==> src/rtl/mmio_pkg.sv <==
// Shared definitions for the MMIO interconnect: FSM encoding and default constants.
package mmio_pkg;

  localparam int unsigned DEF_DEC_BITS = 4;
  localparam int unsigned DEF_TIMEOUT  = 255;

  typedef enum logic [1:0] {
    ST_IDLE   = 2'd0,
    ST_ACCESS = 2'd1,
    ST_RESP   = 2'd2
  } state_e;

endpackage

==> src/rtl/mmio_decoder.sv <==
// Address decoder: maps the decoded address MSBs to a slave index, lowest index wins.
module mmio_decoder
  import mmio_pkg::*;
#(
  parameter int unsigned NUM_SLAVES = 9,
  parameter int unsigned DEC_BITS   = DEF_DEC_BITS,
  parameter int unsigned IDX_W      = 4,
  parameter logic [NUM_SLAVES*DEC_BITS-1:0] SLAVE_BASE = '0,
  parameter logic [NUM_SLAVES*DEC_BITS-1:0] SLAVE_MASK = '0
) (
  input  logic [DEC_BITS-1:0] addr_msb,
  output logic                match,
  output logic [IDX_W-1:0]    idx
);

  // Priority match scan; the first hit found locks out higher indices.
  always_comb begin
    match = 1'b0;
    idx   = '0;
    for (int unsigned i = 0; i < NUM_SLAVES; i++) begin
      if (!match &&
          ((addr_msb & SLAVE_MASK[i*DEC_BITS +: DEC_BITS]) ==
           (SLAVE_BASE[i*DEC_BITS +: DEC_BITS] & SLAVE_MASK[i*DEC_BITS +: DEC_BITS]))) begin
        match = 1'b1;
        idx   = IDX_W'(i);
      end
    end
  end

endmodule

==> src/rtl/mmio_interconnect.sv <==
// Single-master MMIO interconnect: decodes, forwards one access at a time, times out stalled slaves.
module mmio_interconnect
  import mmio_pkg::*;
#(
  parameter int unsigned NUM_SLAVES = 9,
  parameter int unsigned DATA_W     = 32,
  parameter int unsigned DEC_BITS   = DEF_DEC_BITS,
  parameter logic [NUM_SLAVES*DEC_BITS-1:0] SLAVE_BASE = '0,
  parameter logic [NUM_SLAVES*DEC_BITS-1:0] SLAVE_MASK = '0,
  parameter int unsigned TIMEOUT    = DEF_TIMEOUT
) (
  input  logic                         clk,
  input  logic                         rst,
  input  logic                         m_req,
  input  logic [31:0]                  m_addr,
  input  logic [DATA_W-1:0]            m_wdata,
  input  logic [DATA_W/8-1:0]          m_wstrb,
  output logic                         m_ready,
  output logic [DATA_W-1:0]            m_rdata,
  output logic                         m_err,
  output logic [NUM_SLAVES-1:0]        s_req,
  output logic [31:0]                  s_addr,
  output logic [DATA_W-1:0]            s_wdata,
  output logic [DATA_W/8-1:0]          s_wstrb,
  input  logic [NUM_SLAVES-1:0]        s_ready,
  input  logic [NUM_SLAVES*DATA_W-1:0] s_rdata,
  output logic [31:0]                  err_addr
);

  localparam int unsigned STRB_W = DATA_W / 8;
  localparam int unsigned IDX_W  = (NUM_SLAVES > 1) ? $clog2(NUM_SLAVES) : 1;
  localparam int unsigned CNT_W  = (TIMEOUT > 0) ? $clog2(TIMEOUT + 1) : 1;

  state_e               state_q, state_d;
  logic [IDX_W-1:0]     idx_q, idx_d;
  logic [CNT_W-1:0]     cnt_q, cnt_d;
  logic [STRB_W-1:0]    strb_q, strb_d;
  logic [31:0]          addr_d;
  logic [DATA_W-1:0]    wdata_d;
  logic [NUM_SLAVES-1:0] s_req_d;
  logic [STRB_W-1:0]    s_wstrb_d;
  logic                 m_ready_d;
  logic                 m_err_d;
  logic [DATA_W-1:0]    m_rdata_d;
  logic [31:0]          err_addr_d;

  logic                 dec_match;
  logic [IDX_W-1:0]     dec_idx;
  logic                 sel_ready;
  logic [DATA_W-1:0]    sel_rdata;

  mmio_decoder #(
    .NUM_SLAVES (NUM_SLAVES),
    .DEC_BITS   (DEC_BITS),
    .IDX_W      (IDX_W),
    .SLAVE_BASE (SLAVE_BASE),
    .SLAVE_MASK (SLAVE_MASK)
  ) u_decoder (
    .addr_msb (m_addr[31:32-DEC_BITS]),
    .match    (dec_match),
    .idx      (dec_idx)
  );

  // Pick the ready/rdata of the selected slave only; others are ignored.
  always_comb begin
    sel_ready = 1'b0;
    sel_rdata = '0;
    for (int unsigned i = 0; i < NUM_SLAVES; i++) begin
      if (idx_q == IDX_W'(i)) begin
        sel_ready = s_ready[i];
        sel_rdata = s_rdata[i*DATA_W +: DATA_W];
      end
    end
  end

  // Next-state and next-output logic; slave-side strobes/selects only live in ACCESS.
  always_comb begin
    state_d    = state_q;
    idx_d      = idx_q;
    cnt_d      = cnt_q;
    strb_d     = strb_q;
    addr_d     = s_addr;
    wdata_d    = s_wdata;
    s_req_d    = '0;
    s_wstrb_d  = '0;
    m_ready_d  = 1'b0;
    m_err_d    = 1'b0;
    m_rdata_d  = m_rdata;
    err_addr_d = err_addr;

    case (state_q)
      ST_IDLE: begin
        if (m_req) begin
          addr_d  = m_addr;
          wdata_d = m_wdata;
          strb_d  = m_wstrb;
          if (dec_match) begin
            idx_d     = dec_idx;
            cnt_d     = '0;
            state_d   = ST_ACCESS;
            s_req_d   = NUM_SLAVES'(1) << dec_idx;
            s_wstrb_d = m_wstrb;
          end else begin
            state_d    = ST_RESP;
            m_ready_d  = 1'b1;
            m_err_d    = 1'b1;
            m_rdata_d  = '0;
            err_addr_d = m_addr;
          end
        end
      end
      ST_ACCESS: begin
        if (sel_ready) begin
          state_d   = ST_RESP;
          m_ready_d = 1'b1;
          m_rdata_d = sel_rdata;
        end else if ((cnt_q + CNT_W'(1)) == CNT_W'(TIMEOUT)) begin
          cnt_d      = cnt_q + CNT_W'(1);
          state_d    = ST_RESP;
          m_ready_d  = 1'b1;
          m_err_d    = 1'b1;
          m_rdata_d  = '0;
          err_addr_d = s_addr;
        end else begin
          cnt_d     = cnt_q + CNT_W'(1);
          s_req_d   = NUM_SLAVES'(1) << idx_q;
          s_wstrb_d = strb_q;
        end
      end
      ST_RESP: begin
        state_d = ST_IDLE;
      end
      default: begin
        state_d = ST_IDLE;
      end
    endcase
  end

  // State and output registers with synchronous reset.
  always_ff @(posedge clk) begin
    if (rst) begin
      state_q  <= ST_IDLE;
      idx_q    <= '0;
      cnt_q    <= '0;
      strb_q   <= '0;
      s_addr   <= '0;
      s_wdata  <= '0;
      s_req    <= '0;
      s_wstrb  <= '0;
      m_ready  <= 1'b0;
      m_err    <= 1'b0;
      m_rdata  <= '0;
      err_addr <= '0;
    end else begin
      state_q  <= state_d;
      idx_q    <= idx_d;
      cnt_q    <= cnt_d;
      strb_q   <= strb_d;
      s_addr   <= addr_d;
      s_wdata  <= wdata_d;
      s_req    <= s_req_d;
      s_wstrb  <= s_wstrb_d;
      m_ready  <= m_ready_d;
      m_err    <= m_err_d;
      m_rdata  <= m_rdata_d;
      err_addr <= err_addr_d;
    end
  end

endmodule

==> config.mk <==
export PLATFORM = sky130hd
export DESIGN_NAME = mmio_interconnect
export DESIGN_NICKNAME = d
export VERILOG_FILES = /design/src/rtl/mmio_pkg.sv /design/src/rtl/mmio_decoder.sv /design/src/rtl/mmio_interconnect.sv
export SDC_FILE = /design/constraint.sdc
export NUM_CORES = 1
export LEC_CHECK = 0
export ABC_AREA = 1
export BUFFER_PORTS_ARGS = -buffer_cell sky130_fd_sc_hd__buf_2
export CORE_AREA = 2 2 197 199
export CTS_CLUSTER_DIAMETER = 200
export DETAILED_ROUTE_END_ITERATION = 12
export DIE_AREA = 0 0 199 201
export GPL_TIMING_DRIVEN = 0
export PLACE_DENSITY_LB_ADDON = 0.1
export SLEW_MARGIN = 20
export SYNTH_ARGS = -nofsm -noshare
export SYNTH_HDL_FRONTEND = slang
export SYNTH_SLANG_ARGS = --single-unit
==> constraint.sdc <==
create_clock -name clk -period 2.2 [get_ports clk]
set_input_delay 0.22 -clock clk [delete_from_list [all_inputs] [get_ports clk]]
set_output_delay 0.22 -clock clk [all_outputs]
set_load 0.1 [all_outputs]
After elaboration in Yosys (flattened, before gate mapping):

Index checks and enable logic that the tools add are counted.

* add/sub/neg operators: 1
* equality and inequality tests: 5
* multiplexer cells: 19
* bitwise logic cells: 2
* reductions and logical operators: 10

Operators with widths (count)
* $mux 32: 2
* $mux 8: 2
* $pmux 8 s2: 1
* $mux 4: 3
* $add 8x1->8 const B: 1
* $eq 8x8->1 const B: 1
* $pmux 4 s2: 1
* $mux 2: 3
* $reduce_and 2->1: 3
* $reduce_and 3->1: 2
* $mux 1: 5
* $ne 2x2->1 const B: 2
* $pmux 2 s2: 1
* $reduce_bool 2->1: 2
* $ne 3x3->1 const B: 1
* $reduce_or 3->1: 1
* $eq 2x1->1 const B: 1
* $logic_not 2->1: 1
* $not 1->1: 2
* $pmux 1 s2: 1
* $reduce_or 2->1: 1

* flip-flop bits (word level): 157
* output and inout bits: 143

Longest topological paths before layout:

Gate-level depths: netlist of run 1.

* depth after elaboration: 5
* gate-level depth with buffers: 11
* gate-level depth less buffers: 10

Modules after synthesis:

From an unflattened synthesis of run 1, not the netlist that was laid out.

* cell total of the unflattened synthesis: 1579
* area, all modules: 9385.3 sq um

Modules (own cells, without submodules)
* mmio_interconnect: instances 1, cells each 1572, area an instance 9340.2 sq um, seq. area each 3223.1 sq um
* mmio_decoder: instances 1, cells each 7, area an instance 45.0 sq um, seq. area each 0.0 sq um

Worst setup path before layout of run 1:

OpenSTA, ideal clock, no wires.

* path type: register to register
* start point: register cnt_q[0]
* end point: register m_rdata[22]
* arrival time: 1578 ps
* required time: 2068 ps
* path slack: 489 ps
* cell stages (with the launch flop): 12
* buffers on the path: 1
* clock period less this slack: 1711 ps
* cell sequence: dfxtp_1 ha_1 inv_1 nand2_1 nand2_1 nor2_1 nand3_1 nor2_4 nand3_2 buf_2 nand3_1 a21oi_1

* longest elaborated chain between the ends: 4

Ends and longest elaborated chain
* start: declaration: RTL line mmio_interconnect.sv:36 `logic [CNT_W-1:0] cnt_q, cnt_d;`
* start signal: assignment: RTL line mmio_interconnect.sv:157 `cnt_q <= cnt_d;`
* $add 8x1->8: RTL line mmio_interconnect.sv:117 `end else if ((cnt_q + CNT_W'(1)) == CNT_W'(TIMEOUT)) begin`
* $eq 8x8->1: RTL line mmio_interconnect.sv:117
* $reduce_bool 2->1 (no line)
* $reduce_and 2->1 (no line)
* end signal: assignment: RTL line mmio_interconnect.sv:165 `m_rdata <= m_rdata_d;`
* end: declaration: RTL line mmio_interconnect.sv:19 `output logic [DATA_W-1:0] m_rdata,`

No other way between the ends.
A chain may end at the register's enable or synchronous reset.

Worst setup path after layout of run 1:

* start point: register cnt_q[0]
* end point: register m_rdata[11]

The elaborated chain is that of the path after synthesis.

==> results of run 1 <==
[final timing paths]
kind / startpoint / end / slack (ns)
max: cnt_q[0]$_SDFFE_PP0P_ / m_rdata[11]$_SDFFE_PP0P_ / 0.22
min: s_rdata[6] / m_rdata[6]$_SDFFE_PP0P_ / 0.03
max reg2reg: cnt_q[0]$_SDFFE_PP0P_ / m_rdata[11]$_SDFFE_PP0P_ / 0.22
min reg2reg: err_addr[13]$_SDFFE_PP0P_ / err_addr[13]$_SDFFE_PP0P_ / 0.46
[flip-flops by register name, summed over array words and instances, names as in the netlist]
register	count
s_wstrb	4
m_err	1
s_wdata	32
s_req	1
cnt_q	8
err_addr	32
s_addr	32
m_rdata	32
state_q	2
m_ready	1
strb_q	4
[power by group through the flow]
stage / clock network [uW] / registers [uW] / logic [uW]
global placement: 0 / 2990 / 1680
global route: 3490 / 2950 / 1760
CTS: 3400 / 2930 / 1680
detailed placement: 0 / 2990 / 1670
floorplan: 0 / 3920 / 350
finish: 3260 / 2930 / 1660
[cell families after synthesis]
| family | share of synthesized area |
|---|---|
| other | 0.000679 |
| buffers and inverters | 0.0607 |
| AND/OR/NAND/NOR | 0.255 |
| AO/OA/AOI/OAI | 0.139 |
| flip-flops | 0.540 |
| adder cells (fa/ha/maj) | 0.00453 |
[layer usage]
| metal | share of wire | wire [um] | vias to the layer above |
|---|---|---|---|
| li1 | - | - | 2866 |
| met1 | 0.44 | 10200 | 2496 |
| met2 | 0.45 | 10400 | 148 |
| met3 | 0.091 | 2090 | 21 |
| met4 | 0.011 | 250 | 8 |
| met5 | 0.0023 | 53 | - |
[stage by stage]
stage | worst slack (ns) | instances
4_1_cts | 0.00790 | 1500
2_1_floorplan | 0.489 | 708
5_1_grt | 0.00351 | 1504
3_3_place_gp | -0.0686 | 1464
3_5_place_dp | -0.0590 | 1464
6_report | 0.220 | 1504
[repair_timing]
item                                   4_1_cts  5_1_grt
gates resized for setup                      3       11
setup buffers                                2        3
setup endpoints to repair                   77       62
pin swaps                                    1        0
endpoints found under the hold margin        4        0
hold buffers                                 4        0
[synthesized netlist by cell type, drive strengths merged]
library cell	instances	area (um^2)
ha	2	25.0
dfxtp	149	2980
or2	1	6.26
inv	15	56.3
buf	24	140
a21oi	84	420
nand4	34	213
o21bai	2	22.5
nand3	46	250
o21ai	65	325
clkbuf	36	135
nor2	139	548
conb	1	3.75
clkinv	1	3.75
nand2	102	388
[worst min-delay path, stage by stage]
cell,delay (ns)
buf_2,0.10
nand2_1,0.05
a21oi_1,0.05
[cell type report]
cell class                 count  area share
sequential                   149       0.367
multi-input combinational    483       0.277
timing repair buffer         247       0.156
tap                          518      0.0797
clock buffer                  22      0.0596
buffer                        60      0.0351
clock inverter                 8      0.0180
inverter                      16     0.00739
antenna                        1    0.000308
==> flow_metrics.py, run 1 <==
metrics = {
    "hold_path": {
        "holdPathStages": 3,
        "min_path_type": "primary input to register",
    },
    "cells_and_area": {
        "multiInputGateArea_um2": 2250,
        "fill_cells": 4351,
        "final_common_cell": "buf_2",
        "syn2layout_area_growth_pct": 47.3,
        "fin_util": 0.213,
        "postLayoutCellArea_um2": 8130,
        "mostFrequentLayoutCells": "buf_2, dfxtp_1, nor2_1, nand2_1, a21oi_1",
        "drive_gt1_frac": 0.322,
        "finalNetCount": 1344,
        "regArea_um2": 2990,
    },
    "clock_tree": {
        "clock_sinks": 149,
        "max-clock-path-buffers": 2,
        "cts_tree": "done",
        "htreeDepth": 4,
        "clockRootBuffer": "clkbuf_16",
        "clk_latency_ns": 0.44,
        "cts_buffers": 17,
        "clk_pin_slew_ns": 0.07,
    },
    "floorplanning": {
        "rows": 72,
        "initial_core_util": 0.145,
        "die_x_um": 199,
        "ios": 511,
        "die_h_um": 201,
        "core_area_um2": 38100,
        "dieArea_um2": 40000,
    },
    "power": {
        "p_leak_uw": 0.00353,
        "pwr-share-comb": 0.211,
        "power.density_nw_per_um2": 965,
        "switching_share": 0.347,
        "p_total_uw": 7840,
        "seqPwrFrac": 0.373,
        "ir_worst_vdd_uv": 546,
        "switchingPower_uw": 2720,
        "pwr-share-clk": 0.415,
        "power.internal_uw": 5120,
    },
    "synthesis": {
        "avgSynthCellArea_um2": 7.87,
        "yosys_warnings": 0,
        "netlist_area_um2": 5520,
        "synth_cell_types": 23,
        "yosys_register_bits": 149,
        "yosysSeqAreaShare": 0.540,
        "netlist_instances": 701,
    },
    "sta": {
        "tns_ns": 0,
        "clock-skew-final_ns": 0.0108,
        "tightest_slew_ns": 0.664,
        "setup_viol": 0,
        "timing.final.crit_share": 0.900,
        "drv_slew": 0,
        "hold_viol": 0,
        "holdWs_ns": 0.0348,
        "fmax_ghz": 0.505,
        "slew_headroom": 0.556,
        "post-route-min-period_ns": 1.98,
        "rsz0062_at_grt": "no",
    },
    "detailed_routing": {
        "ant_nets": 0,
        "via_per_inst": 3.68,
        "first_pass_iters": 6,
        "drtIter0Drc": 138,
        "via_count": 5539,
        "avgRoutedWirePerCell_um": 15.2,
        "drc": 0,
        "finalWirelength_mm": 22.9,
    },
    "global_routing": {
        "overflow": 0,
        "met1_usage": 0.140,
        "grt_max_degree": 17,
        "grt_pass1_wl_mm": 34.6,
        "antenna_found_initial": 5,
        "grt_usage": 0.116,
        "grt_busiest_layer": "met2",
        "met3_usage": 0.0546,
        "grt_pass1_vias": 5613,
        "global_route.usage.met2": 0.183,
    },
    "critical_path": {
        "cp.required_ns": 2.49,
        "crit_type": "register to register",
        "end_kind": "register",
        "cpPeakStageDelay_ns": 0.39,
        "cp_slowest_cell": "dfxtp_2",
        "crit_fanout": 10,
        "r2r_cells": 12,
        "path_depth": 12,
        "arrival_ns": 2.27,
        "crit_path_start_kind": "register",
        "path_delay_family": "simple AND/OR/NAND/NOR gates",
        "crit_chain": "ha_2 -> inv_1 -> nand2_1 -> nand2_1 -> nor2_1 -> nand3_1 -> nor2_4 -> buf_4 -> nand3_4 -> buf_2 -> nand3_1 -> a21oi_1",
        "crit_buf_inv": 3,
    },
    "placement": {
        "placed_area_um2": 7390,
        "port_buffers": 238,
        "place_hpwl_mm": 17.1,
        "gp_congestion": 0.712,
    },
    "outcome": {
        "status": "finished clean",
    },
    "flow_run": {
        "cap_violations": 0,
    },
}
Note: power is estimated with default switching activity, not from simulation.
==> inputs of run 2 (changes only) <==
--- a/config.mk
+++ b/config.mk
@@ -7,10 +7,12 @@
 export LEC_CHECK = 0
 export ABC_AREA = 1
 export BUFFER_PORTS_ARGS = -buffer_cell sky130_fd_sc_hd__buf_2
-export CORE_AREA = 2 2 197 199
+export CELL_PAD_IN_SITES_DETAIL_PLACEMENT = 1
+export CELL_PAD_IN_SITES_GLOBAL_PLACEMENT = 2
+export CORE_AREA = 2 2 200 202
 export CTS_CLUSTER_DIAMETER = 200
 export DETAILED_ROUTE_END_ITERATION = 12
-export DIE_AREA = 0 0 199 201
+export DIE_AREA = 0 0 202 204
 export GPL_TIMING_DRIVEN = 0
 export PLACE_DENSITY_LB_ADDON = 0.1
 export SLEW_MARGIN = 20
==> run 2 against run 1 <==
Register-to-register slack about the same. Die area increased by 3.0%. Critical path depth is 1 lower. Worst hold slack worse by 0.0029 ns. Critical endpoint is now m_rdata[16]$_SDFFE_PP0P_. Sequential share of layout area is 0.12 points higher. Count of clock-buffer cells in the layout fell by 2.
==> flow_metrics.py, run 2 (synthesis results as in run 1) <==
metrics = {
    "outcome": {
        "status": "finished clean",
    },
    "global_routing": {
        "grt_usage": 0.120,
        "grt_max_degree": 17,
        "grt_pass1_wl_mm": 37.1,
        "antenna_found_initial": 3,
        "grt_pass1_vias": 5991,
        "overflow": 0,
    },
    "critical_path": {
        "crit_chain": "ha_2 -> inv_1 -> nand2_1 -> nand2_1 -> nor2_1 -> nand3_1 -> nor2_4 -> nand3_2 -> buf_2 -> nand3_1 -> a21oi_1",
        "crit_type": "register to register",
        "end_kind": "register",
        "arrival_ns": 2.30,
        "crit_buf_inv": 2,
        "cpPeakStageDelay_ns": 0.38,
        "cp.required_ns": 2.50,
        "path_delay_family": "simple AND/OR/NAND/NOR gates",
        "crit_fanout": 10,
        "crit_path_start_kind": "register",
        "cp_slowest_cell": "dfxtp_2",
    },
    "detailed_routing": {
        "drtIter0Drc": 160,
        "finalWirelength_mm": 24.5,
        "via_count": 5658,
        "drc": 0,
        "via_per_inst": 3.75,
        "avgRoutedWirePerCell_um": 16.2,
        "first_pass_iters": 4,
        "ant_nets": 0,
    },
    "sta": {
        "drv_slew": 0,
        "slew_headroom": 0.572,
        "hold_viol": 0,
        "tns_ns": 0,
        "clock-skew-final_ns": 0.00648,
        "timing.final.crit_share": 0.906,
        "holdWs_ns": 0.0319,
        "post-route-min-period_ns": 1.99,
        "fmax_ghz": 0.502,
        "setup_viol": 0,
        "tightest_slew_ns": 0.642,
        "rsz0062_at_grt": "yes",
    },
    "floorplanning": {
        "dieArea_um2": 41200,
        "die_h_um": 204,
        "rows": 73,
        "ios": 511,
        "initial_core_util": 0.141,
        "core_area_um2": 39200,
        "die_x_um": 202,
    },
    "placement": {
        "place_hpwl_mm": 18.6,
        "dp_cells": 1471,
        "gp_congestion": 0.688,
        "port_buffers": 238,
    },
    "cells_and_area": {
        "diodes": 0,
        "fin_util": 0.207,
        "final_common_cell": "buf_2",
        "final_cells": 1509,
        "drive_gt1_frac": 0.320,
        "syn2layout_area_growth_pct": 46.9,
        "mostFrequentLayoutCells": "buf_2, dfxtp_1, nor2_1, nand2_1, a21oi_1",
        "finalNetCount": 1341,
    },
    "clock_tree": {
        "max-clock-path-buffers": 2,
        "clockRootBuffer": "clkbuf_16",
        "clock_sinks": 149,
        "clk_latency_ns": 0.44,
        "cts_buffers": 17,
        "htreeDepth": 4,
        "clk_pin_slew_ns": 0.07,
        "cts_tree": "done",
    },
    "flow_run": {
        "cap_violations": 0,
    },
    "power": {
        "p_leak_uw": 0.00349,
        "power.density_nw_per_um2": 950,
        "ir_worst_vdd_uv": 559,
    },
    "hold_path": {
        "min_path_type": "primary input to register",
    },
}
## run 2: changes by cell type in the layout (fill, tap and decap cells not counted), moves of 2 or more
cell | before | now
clkinv_4 | 0 | 3
buf_2 | 251 | 247
clkbuf_1 | 35 | 37
clkbuf_4 | 1 | 3
clkbuf_8 | 4 | 2
clkinvlp_4 | 1 | 3
clkbuf_2 | 2 | 0
## run 2: final timing paths
| check | start | endpoint | slack (ns) | cells past startpoint |
|---|---|---|---|---|
| min reg2reg | err_addr[24]$_SDFFE_PP0P_ | err_addr[24]$_SDFFE_PP0P_ | 0.46 | 2 |
| max reg2reg | cnt_q[1]$_SDFFE_PP0P_ | m_rdata[16]$_SDFFE_PP0P_ | 0.21 | 11 |
| max | cnt_q[1]$_SDFFE_PP0P_ | m_rdata[16]$_SDFFE_PP0P_ | 0.21 | 11 |
| min | m_wdata[3] | s_wdata[3]$_SDFFE_PP0P_ | 0.03 | 3 |
## run 2: cell type report
| class | count | area (um^2) |
|---|---|---|
| plain buffers | 60 | 293 |
| repair buffers | 244 | 1260 |
| inverters | 16 | 60.1 |
| multi-input cells | 483 | 2250 |
| flip-flops and latches | 149 | 2990 |
| fillers | 4754 | 31100 |
| clock buffers | 20 | 457 |
| clock inverters | 12 | 154 |
| well taps | 525 | 657 |
## run 2: per-layer routing
layer,up-vias,GRT usage,wire [um]
met5,-,0,34
met1,2618,0.150,11200
met4,6,0.0315,258
li1,2861,-,-
met2,151,0.191,11200
met3,22,0.0489,1760
## run 2: per-stage QoR
| stage | worst slack, ns | cell area (um^2) | power (uW) |
|---|---|---|---|
| 4_1_cts | 0.00553 | 8070 | 7900 |
| 3_5_place_dp | -0.150 | 7390 | 4680 |
| 3_3_place_gp | -0.154 | 7390 | 4680 |
| 5_1_grt | -0.0134 | 8110 | 8080 |
| 2_1_floorplan | 0.489 | 5550 | 4270 |
| 6_report | 0.206 | 8110 | 7710 |
## run 2: repair_timing
action / in CTS / in global routing
hold buffers: 3 / 0
setup buffers: 2 / 1
endpoints found under the setup margin: 80 / 61
gates resized for setup: 6 / 12
pin swaps: 1 / 1
hold endpoints to repair: 3 / 0
## run 2: worst register-to-register path: stages (launching register included)
cell	delay (ns)
dfxtp_2	0.38
ha_2	0.23
inv_1	0.05
nand2_1	0.08
nand2_1	0.05
nor2_1	0.11
nand3_1	0.13
nor2_4	0.21
nand3_2	0.20
buf_2	0.25
nand3_1	0.10
a21oi_1	0.07
## run 2: power breakdown
| part | switching [uW] | internal [uW] | leakage (uW) | total (uW) |
|---|---|---|---|---|
| sequential | 96.1 | 2840 | 0.00122 | 2930 |
| clock | 1270 | 1840 | 0.000292 | 3110 |
| combinational | 1390 | 274 | 0.00198 | 1660 |
| total | 2750 | 4950 | 0.00349 | 7710 |
